<file path="src/rtl/dual_port_sync_ram_be_if.sv">
// Bus bundle for dual_port_sync_ram_be.
//   master : producer/consumer side; drives write and read requests.
//   slave  : the RAM; returns read data, read valid and init_busy.
// Signals: wr_en, wr_addr, wr_data, wr_be, rd_en, rd_addr, rd_data, rd_valid, init_busy.
interface dual_port_sync_ram_be_if #(
   parameter int DATA_WIDTH = 32,
   parameter int ADDR_WIDTH = 4
);
   localparam int BE_WIDTH = DATA_WIDTH / 8;

   logic                  wr_en;
   logic [ADDR_WIDTH-1:0] wr_addr;
   logic [DATA_WIDTH-1:0] wr_data;
   logic [BE_WIDTH-1:0]   wr_be;
   logic                  rd_en;
   logic [ADDR_WIDTH-1:0] rd_addr;
   logic [DATA_WIDTH-1:0] rd_data;
   logic                  rd_valid;
   logic                  init_busy;

   modport master (
      output wr_en, wr_addr, wr_data, wr_be, rd_en, rd_addr,
      input  rd_data, rd_valid, init_busy
   );

   modport slave (
      input  wr_en, wr_addr, wr_data, wr_be, rd_en, rd_addr,
      output rd_data, rd_valid, init_busy
   );
endinterface

</file>
<file path="src/rtl/dual_port_sync_ram_be.sv">
// Simple dual-port synchronous RAM with per-byte write enables, selectable
// read latency (OUT_REG), read-during-write mode (RDW_MODE) and an optional
// post-reset clear sequencer (CLEAR_ON_RESET).
// Ports:
//   clk   : clock, all state updates on rising edge
//   rst_n : asynchronous active-low reset
//   bus   : dual_port_sync_ram_be_if slave modport (write port, read port,
//           rd_data/rd_valid, init_busy)
//
// state | meaning
// ------+-----------------------------------------------------------
// INIT  | clearing one word per cycle from address 0; requests ignored
// READY | normal read/write operation until the next reset
module dual_port_sync_ram_be #(
   parameter int DATA_WIDTH     = 32,
   parameter int DEPTH          = 16,
   parameter int ADDR_WIDTH     = 4,
   parameter int OUT_REG        = 0,
   parameter int RDW_MODE       = 1,
   parameter int CLEAR_ON_RESET = 1
) (
   input logic                    clk,
   input logic                    rst_n,
   dual_port_sync_ram_be_if.slave bus
);
   localparam int BE_WIDTH = DATA_WIDTH / 8;
   localparam logic [ADDR_WIDTH-1:0] LAST_ADDR = ADDR_WIDTH'(DEPTH - 1);
   localparam logic [ADDR_WIDTH:0]   DEPTH_L   = (ADDR_WIDTH + 1)'(DEPTH);

   typedef enum logic {ST_INIT, ST_READY} state_t;

   state_t                state_q, state_d;
   logic [ADDR_WIDTH-1:0] cnt_q, cnt_d;
   logic [DATA_WIDTH-1:0] mem_q [DEPTH];

   logic                  wr_in_range, rd_in_range, wr_ok, rd_ok;
   logic [DATA_WIDTH-1:0] rd_word;
   logic                  s1_valid_q;
   logic [DATA_WIDTH-1:0] s1_data_q;

   assign wr_in_range = ({1'b0, bus.wr_addr} < DEPTH_L);
   assign rd_in_range = ({1'b0, bus.rd_addr} < DEPTH_L);
   assign wr_ok       = (state_q == ST_READY) && bus.wr_en && wr_in_range;
   assign rd_ok       = (state_q == ST_READY) && bus.rd_en;

   always_ff @(posedge clk or negedge rst_n) begin
      if (!rst_n) begin
         state_q <= (CLEAR_ON_RESET != 0) ? ST_INIT : ST_READY;
         cnt_q   <= '0;
      end else begin
         state_q <= state_d;
         cnt_q   <= cnt_d;
      end
   end

   always_comb begin
      state_d = state_q;
      cnt_d   = cnt_q;
      if (state_q == ST_INIT) begin
         cnt_d = cnt_q + 1'b1;
         if (cnt_q == LAST_ADDR) begin
            state_d = ST_READY;
         end
      end
   end

   // Array has no reset; INIT clears it word by word instead.
   always_ff @(posedge clk) begin
      if (state_q == ST_INIT) begin
         mem_q[cnt_q] <= '0;
      end else if (wr_ok) begin
         for (int b = 0; b < BE_WIDTH; b++) begin
            if (bus.wr_be[b]) begin
               mem_q[bus.wr_addr][8*b +: 8] <= bus.wr_data[8*b +: 8];
            end
         end
      end
   end

   // Out-of-range reads return zero; write-first forwards enabled bytes on collision.
   always_comb begin
      rd_word = '0;
      if (rd_in_range) begin
         rd_word = mem_q[bus.rd_addr];
         if ((RDW_MODE != 0) && wr_ok && (bus.wr_addr == bus.rd_addr)) begin
            for (int b = 0; b < BE_WIDTH; b++) begin
               if (bus.wr_be[b]) begin
                  rd_word[8*b +: 8] = bus.wr_data[8*b +: 8];
               end
            end
         end
      end
   end

   // Data registers load only on a valid read so rd_data holds between pulses.
   always_ff @(posedge clk or negedge rst_n) begin
      if (!rst_n) begin
         s1_valid_q <= 1'b0;
         s1_data_q  <= '0;
      end else begin
         s1_valid_q <= rd_ok;
         if (rd_ok) begin
            s1_data_q <= rd_word;
         end
      end
   end

   generate
      if (OUT_REG != 0) begin : g_out_reg
         logic                  s2_valid_q;
         logic [DATA_WIDTH-1:0] s2_data_q;

         always_ff @(posedge clk or negedge rst_n) begin
            if (!rst_n) begin
               s2_valid_q <= 1'b0;
               s2_data_q  <= '0;
            end else begin
               s2_valid_q <= s1_valid_q;
               if (s1_valid_q) begin
                  s2_data_q <= s1_data_q;
               end
            end
         end

         assign bus.rd_valid = s2_valid_q;
         assign bus.rd_data  = s2_data_q;
      end else begin : g_no_out_reg
         assign bus.rd_valid = s1_valid_q;
         assign bus.rd_data  = s1_data_q;
      end
   endgenerate

   assign bus.init_busy = (state_q == ST_INIT);
endmodule

</file>
<file path="src/flat_wrapper.sv">
// flat-port wrapper written by rule: the top's interface ports become plain ports
module dual_port_sync_ram_be_flat 
#(
   parameter int DATA_WIDTH     = 32,
   parameter int DEPTH          = 16,
   parameter int ADDR_WIDTH     = 4,
   parameter int OUT_REG        = 0,
   parameter int RDW_MODE       = 1,
   parameter int CLEAR_ON_RESET = 1
)
  (clk, rst_n, bus_wr_en, bus_wr_addr, bus_wr_data, bus_wr_be, bus_rd_en, bus_rd_addr, bus_rd_data, bus_rd_valid, bus_init_busy);
  dual_port_sync_ram_be_if #(.DATA_WIDTH(DATA_WIDTH), .ADDR_WIDTH(ADDR_WIDTH)) bus_i ();
  input logic clk;
  input logic rst_n;
  input wire logic [$bits(bus_i.wr_en)-1:0] bus_wr_en;
  input wire logic [$bits(bus_i.wr_addr)-1:0] bus_wr_addr;
  input wire logic [$bits(bus_i.wr_data)-1:0] bus_wr_data;
  input wire logic [$bits(bus_i.wr_be)-1:0] bus_wr_be;
  input wire logic [$bits(bus_i.rd_en)-1:0] bus_rd_en;
  input wire logic [$bits(bus_i.rd_addr)-1:0] bus_rd_addr;
  output wire logic [$bits(bus_i.rd_data)-1:0] bus_rd_data;
  output wire logic [$bits(bus_i.rd_valid)-1:0] bus_rd_valid;
  output wire logic [$bits(bus_i.init_busy)-1:0] bus_init_busy;
  assign bus_i.wr_en = bus_wr_en;
  assign bus_i.wr_addr = bus_wr_addr;
  assign bus_i.wr_data = bus_wr_data;
  assign bus_i.wr_be = bus_wr_be;
  assign bus_i.rd_en = bus_rd_en;
  assign bus_i.rd_addr = bus_rd_addr;
  assign bus_rd_data = bus_i.rd_data;
  assign bus_rd_valid = bus_i.rd_valid;
  assign bus_init_busy = bus_i.init_busy;
  dual_port_sync_ram_be #(.DATA_WIDTH(DATA_WIDTH), .DEPTH(DEPTH), .ADDR_WIDTH(ADDR_WIDTH), .OUT_REG(OUT_REG), .RDW_MODE(RDW_MODE), .CLEAR_ON_RESET(CLEAR_ON_RESET)) u_core (.clk(clk), .rst_n(rst_n), .bus(bus_i));
endmodule
</file>
<file path="config.mk">
export PLATFORM = sky130hd
export DESIGN_NAME = dual_port_sync_ram_be_flat
export DESIGN_NICKNAME = d
export VERILOG_FILES = /design/src/rtl/dual_port_sync_ram_be_if.sv /design/src/rtl/dual_port_sync_ram_be.sv /design/src/flat_wrapper.sv
export SDC_FILE = /design/constraint.sdc
export NUM_CORES = 1
export LEC_CHECK = 0
export BUFFER_PORTS_ARGS = -buffer_cell sky130_fd_sc_hd__buf_4
export CAP_MARGIN = 20
export CORE_ASPECT_RATIO = 0.7
export CORE_MARGIN = 5
export CORE_UTILIZATION = 45
export DETAILED_ROUTE_END_ITERATION = 8
export GPL_ROUTABILITY_DRIVEN = 0
export HOLD_SLACK_MARGIN = 0.03
export SYNTH_ARGS = -nofsm -noshare
export SYNTH_HDL_FRONTEND = slang
export SYNTH_SLANG_ARGS = --single-unit
</file>
<file path="constraint.sdc">
create_clock -name clk -period 7 [get_ports clk]
set_input_delay 1.4 -clock clk [delete_from_list [all_inputs] [get_ports clk]]
set_output_delay 1.4 -clock clk [all_outputs]
set_load 0.02 [all_outputs]
</file>
==> load_flow_metrics.sql <==
INSERT INTO impl_metrics (metric_group, metric, value, unit) VALUES
('clock_network', 'cts-root-buf', 'sky130_fd_sc_hd__clkbuf_16', ''),
('global_routing', 'grtUsageTotal', '0.2009', ''),
('synth', 'post_synth.cell_area_avg', '19.53', 'µm²'),
('final_layout', 'finalInstanceArea', '25350', 'µm²'),
('floorplan', 'placeableCoreArea', '49010', 'µm²'),
('synth', 'synth_sequential_area_ratio', '0.7371', ''),
('synth', 'netlist-cell-type-count', '34', ''),
('global_routing', 'antenna_found_initial', '1', ''),
('worst_setup_path', 'endpoint_kind', 'flip-flop', ''),
('worst_setup_path', 'startpoint', 'bus_wr_be[2]', ''),
('final_layout', 'final_layout_size_suffix_gt1_frac', '0.2862', ''),
('synth', 'mappedNetlistNets', '1183', ''),
('placement', 'half_perimeter_wire_length_after_detailed_placement', '32210', 'µm'),
('drt', 'detail_route.wl_per_cell', '27.41', 'µm'),
('floorplan', 'die_area', '53830', 'µm²'),
('synth', 'yosys-top-cells-area', 'sky130_fd_sc_hd__edfxtp_1 (69%), sky130_fd_sc_hd__mux4_2 (13%), sky130_fd_sc_hd__dfrtp_1 (4.3%)', ''),
('worst_setup_path', 'worst-r2r-cell-count', '6', ''),
('worst_setup_path', 'critPathArrivalTime', '4140', 'ps'),
('synth', 'netlist_instances', '1134', ''),
('worst_setup_path', 'crit_path_top_delay_cell', 'sky130_fd_sc_hd__nor3_1', ''),
('synth', 'synth-main-ff-cell', 'sky130_fd_sc_hd__edfxtp_1', ''),
('clock_network', 'clkLatencyLatePin', '580', 'ps'),
('drt', 'wirelength', '53870', 'µm'),
('drt', 'postRouteAntennaNets', '0', ''),
('sta', 'timing.setup.tns', '0', 'ps'),
('floorplan', 'initial_utilization', '0.4520', ''),
('outcome', 'status', 'finished, final reports clean', ''),
('placement', 'portBuffers', '81', ''),
('clock_network', 'ctsResizeCount', '0', ''),
('floorplan', 'std_cell_rows', '68', ''),
('sta', 'timing.max_slew.rel_slack', '0.2441', ''),
('clock_network', 'cts_made_buffers', '50', ''),
('worst_setup_path', 'regToRegStartpoint', 'u_core.state_q$_DFF_PN0_', ''),
('sta', 'finalSetupViolations', '0', ''),
('clock_network', 'cts.clk_slew.worst_paths', '60', 'ps'),
('sta', 'period_minus_slack', '3950', 'ps'),
('drt', 'route.vias.total', '11630', ''),
('drt', 'detail_route.first_pass.iterations', '5', ''),
('sta', 'unrepaired_setup_endpoints_after_global_routing', 'false', ''),
('clock_network', 'htree_levels', '2', ''),
('synth', 'synth_edf_count', '512', ''),
('sta', 'timing_hold_violations_final', '0', ''),
('synth', 'synth_commonest_cells', 'sky130_fd_sc_hd__edfxtp_1 (512), sky130_fd_sc_hd__mux4_2 (128), sky130_fd_sc_hd__and2_1 (65)', ''),
('pwr', 'max-vdd-ir-drop', '0.1771', 'mV'),
('drt', 'post-route-drc-count', '0', ''),
('pwr', 'cellLeakagePower', '9.089', 'nW'),
('synth', 'yosysTopAreaCellShare', '0.6941', ''),
('sta', 'maxSlewViolCount', '0', ''),
('clock_network', 'postCtsSetupRepairBufs', '0', ''),
('flow_run', 'cap_viol_max_count', '0', ''),
('worst_hold_path', 'hold_class', 'flip-flop to flip-flop', ''),
('final_layout', 'final_core_util', '0.5172', ''),
('floorplan', 'fp.dieH', '195.6', 'µm'),
('floorplan', 'io-pin-count', '82', ''),
('clock_network', 'tritoncts', 'done', ''),
('worst_setup_path', 'crit-reg2reg-capture', 'u_core.mem_q[7][27]$_DFFE_PP_', ''),
('sta', 'fmax', '0.2532', 'GHz'),
('global_routing', 'grt_first_pass_wirelength', '79630', 'µm'),
('pwr', 'powerDensity', '267.2', 'nW/µm²'),
('clock_network', 'clkSinkCount', '550', ''),
('worst_setup_path', 'worst-path-max-fanout', '24', ''),
('worst_setup_path', 'worst_setup_path_start_kind', 'primary input', ''),
('clock_network', 'cts-hold-fix-buffers', '0', ''),
('synth', 'yosys.cell_count.top_type', 'sky130_fd_sc_hd__edfxtp_1', ''),
('sta', 'final.period_utilization', '0.5642', ''),
('synth', 'synth-warning-count', '0', ''),
('synth', 'combined_area_of_all_synthesized_cells', '22150', 'µm²'),
('global_routing', 'grt_start_max_net_pins', '67', ''),
('worst_setup_path', 'critical_path.endpoint', 'u_core.mem_q[7][27]$_DFFE_PP_', ''),
('sta', 'worst_slew_pin_slew', '1131', 'ps'),
('drt', 'number_of_drc_markers_in_iteration_0', '1182', '');
[how the worst min path moves through the flow]
stage	start	end	slack, ps	depth (start not counted)
floorplan	u_core.cnt_q[3]$_DFFE_PN0N_	u_core.cnt_q[3]$_DFFE_PN0N_	520	1
global placement	u_core.cnt_q[3]$_DFFE_PN0N_	u_core.cnt_q[3]$_DFFE_PN0N_	570	1
detailed placement	u_core.cnt_q[3]$_DFFE_PN0N_	u_core.cnt_q[3]$_DFFE_PN0N_	580	1
CTS	u_core.cnt_q[3]$_DFFE_PN0N_	u_core.cnt_q[3]$_DFFE_PN0N_	590	1
global route	u_core.cnt_q[3]$_DFFE_PN0N_	u_core.cnt_q[3]$_DFFE_PN0N_	620	1
finish	u_core.bus.rd_data[5]$_DFFE_PN0P_	u_core.bus.rd_data[5]$_DFFE_PN0P_	600	3
[metrics by stage]
stage,hold slack (ps),worst slack (ps),std cells,power [mW]
2_1_floorplan,518.0,3641,1134,3.972
3_3_place_gp,565.5,2539,1851,4.149
3_5_place_dp,578.6,2329,1859,4.156
4_1_cts,588.6,2986,1952,6.829
5_1_grt,615.7,2930,1965,7.001
6_report,596.2,3050,1965,6.774
[layout by cell type, fill, tap and decap left out, types with 2 or more instances in the layout]
cell type,count
sky130_fd_sc_hd__clkbuf_4,7
sky130_fd_sc_hd__mux4_2,128
sky130_fd_sc_hd__and3_1,32
sky130_fd_sc_hd__buf_4,135
sky130_fd_sc_hd__nor2_1,36
sky130_fd_sc_hd__a31o_2,4
sky130_fd_sc_hd__clkbuf_16,50
sky130_fd_sc_hd__nor2_4,3
sky130_fd_sc_hd__xor2_1,4
sky130_fd_sc_hd__clkbuf_1,16
sky130_fd_sc_hd__buf_2,4
sky130_fd_sc_hd__and2_1,65
sky130_fd_sc_hd__o21ai_1,32
sky130_fd_sc_hd__inv_6,2
sky130_fd_sc_hd__nand2_1,6
sky130_fd_sc_hd__buf_12,2
sky130_fd_sc_hd__clkbuf_8,5
sky130_fd_sc_hd__clkinv_1,7
sky130_fd_sc_hd__a21oi_1,4
sky130_fd_sc_hd__nor2b_4,2
sky130_fd_sc_hd__edfxtp_1,512
sky130_fd_sc_hd__bufinv_16,4
sky130_fd_sc_hd__a41oi_1,32
sky130_fd_sc_hd__a22o_1,64
sky130_fd_sc_hd__nand2_2,2
sky130_fd_sc_hd__dfrtp_1,38
sky130_fd_sc_hd__clkbuf_2,2
sky130_fd_sc_hd__nor2b_1,8
sky130_fd_sc_hd__mux2_2,2
sky130_fd_sc_hd__xnor2_1,3
sky130_fd_sc_hd__clkinv_2,9
sky130_fd_sc_hd__mux2i_4,5
sky130_fd_sc_hd__nor3_1,64
[metal layers]
metal  wire [µm]  GRT usage  share of wire
met1       24020     0.3073           0.45
met5          13          0        0.00024
met2       24610     0.3025           0.46
met4        1109    0.04868          0.021
met3        4120    0.03796          0.076
[where the power goes]
part	internal [mW]	switching, mW	total [mW]
registers	3.62	0.0143	3.64
logic	0.162	0.283	0.445
clock network	1.51	1.18	2.69
total	5.30	1.48	6.77
[flip-flops by register name (all words and copies together) (netlist names)]
name,flops
u_core.mem_q,512
u_core.bus.rd_data,32
u_core.cnt_q,4
u_core.bus.rd_valid,1
u_core.state_q,1
[cell families (layout without fill, tap and decap cells)]
group | count (synthesis) | count (layout) | synth area share
flops | 550 | 550 | 0.7371
simple gates | 222 | 222 | 0.05513
mux | 137 | 137 | 0.1374
compound gates | 136 | 136 | 0.04768
buf+inv | 81 | 247 | 0.01943
xor+xnor | 7 | 7 | 0.002768
fa+ha+maj | 1 | 1 | 0.0005648
[area by class of cell]
type                       count  area, µm²
clock inverter                23      225.2
sequential                   550      16330
multi-input combinational    503       5430
inverter                       2      7.507
tap                          665      832.0
timing repair buffer         152       1161
fill                        3962      23660
clock buffer                  70       1366
[worst max-delay path: cells and delay by family]
| family | cells | cell delay, ps |
|---|---|---|
| AND/OR/NAND/NOR | 3 | 1460 |
| buffers and inverters | 2 | 690 |
| multiplexers | 1 | 560 |
No activity file was read; power rests on OpenSTA's default activity.
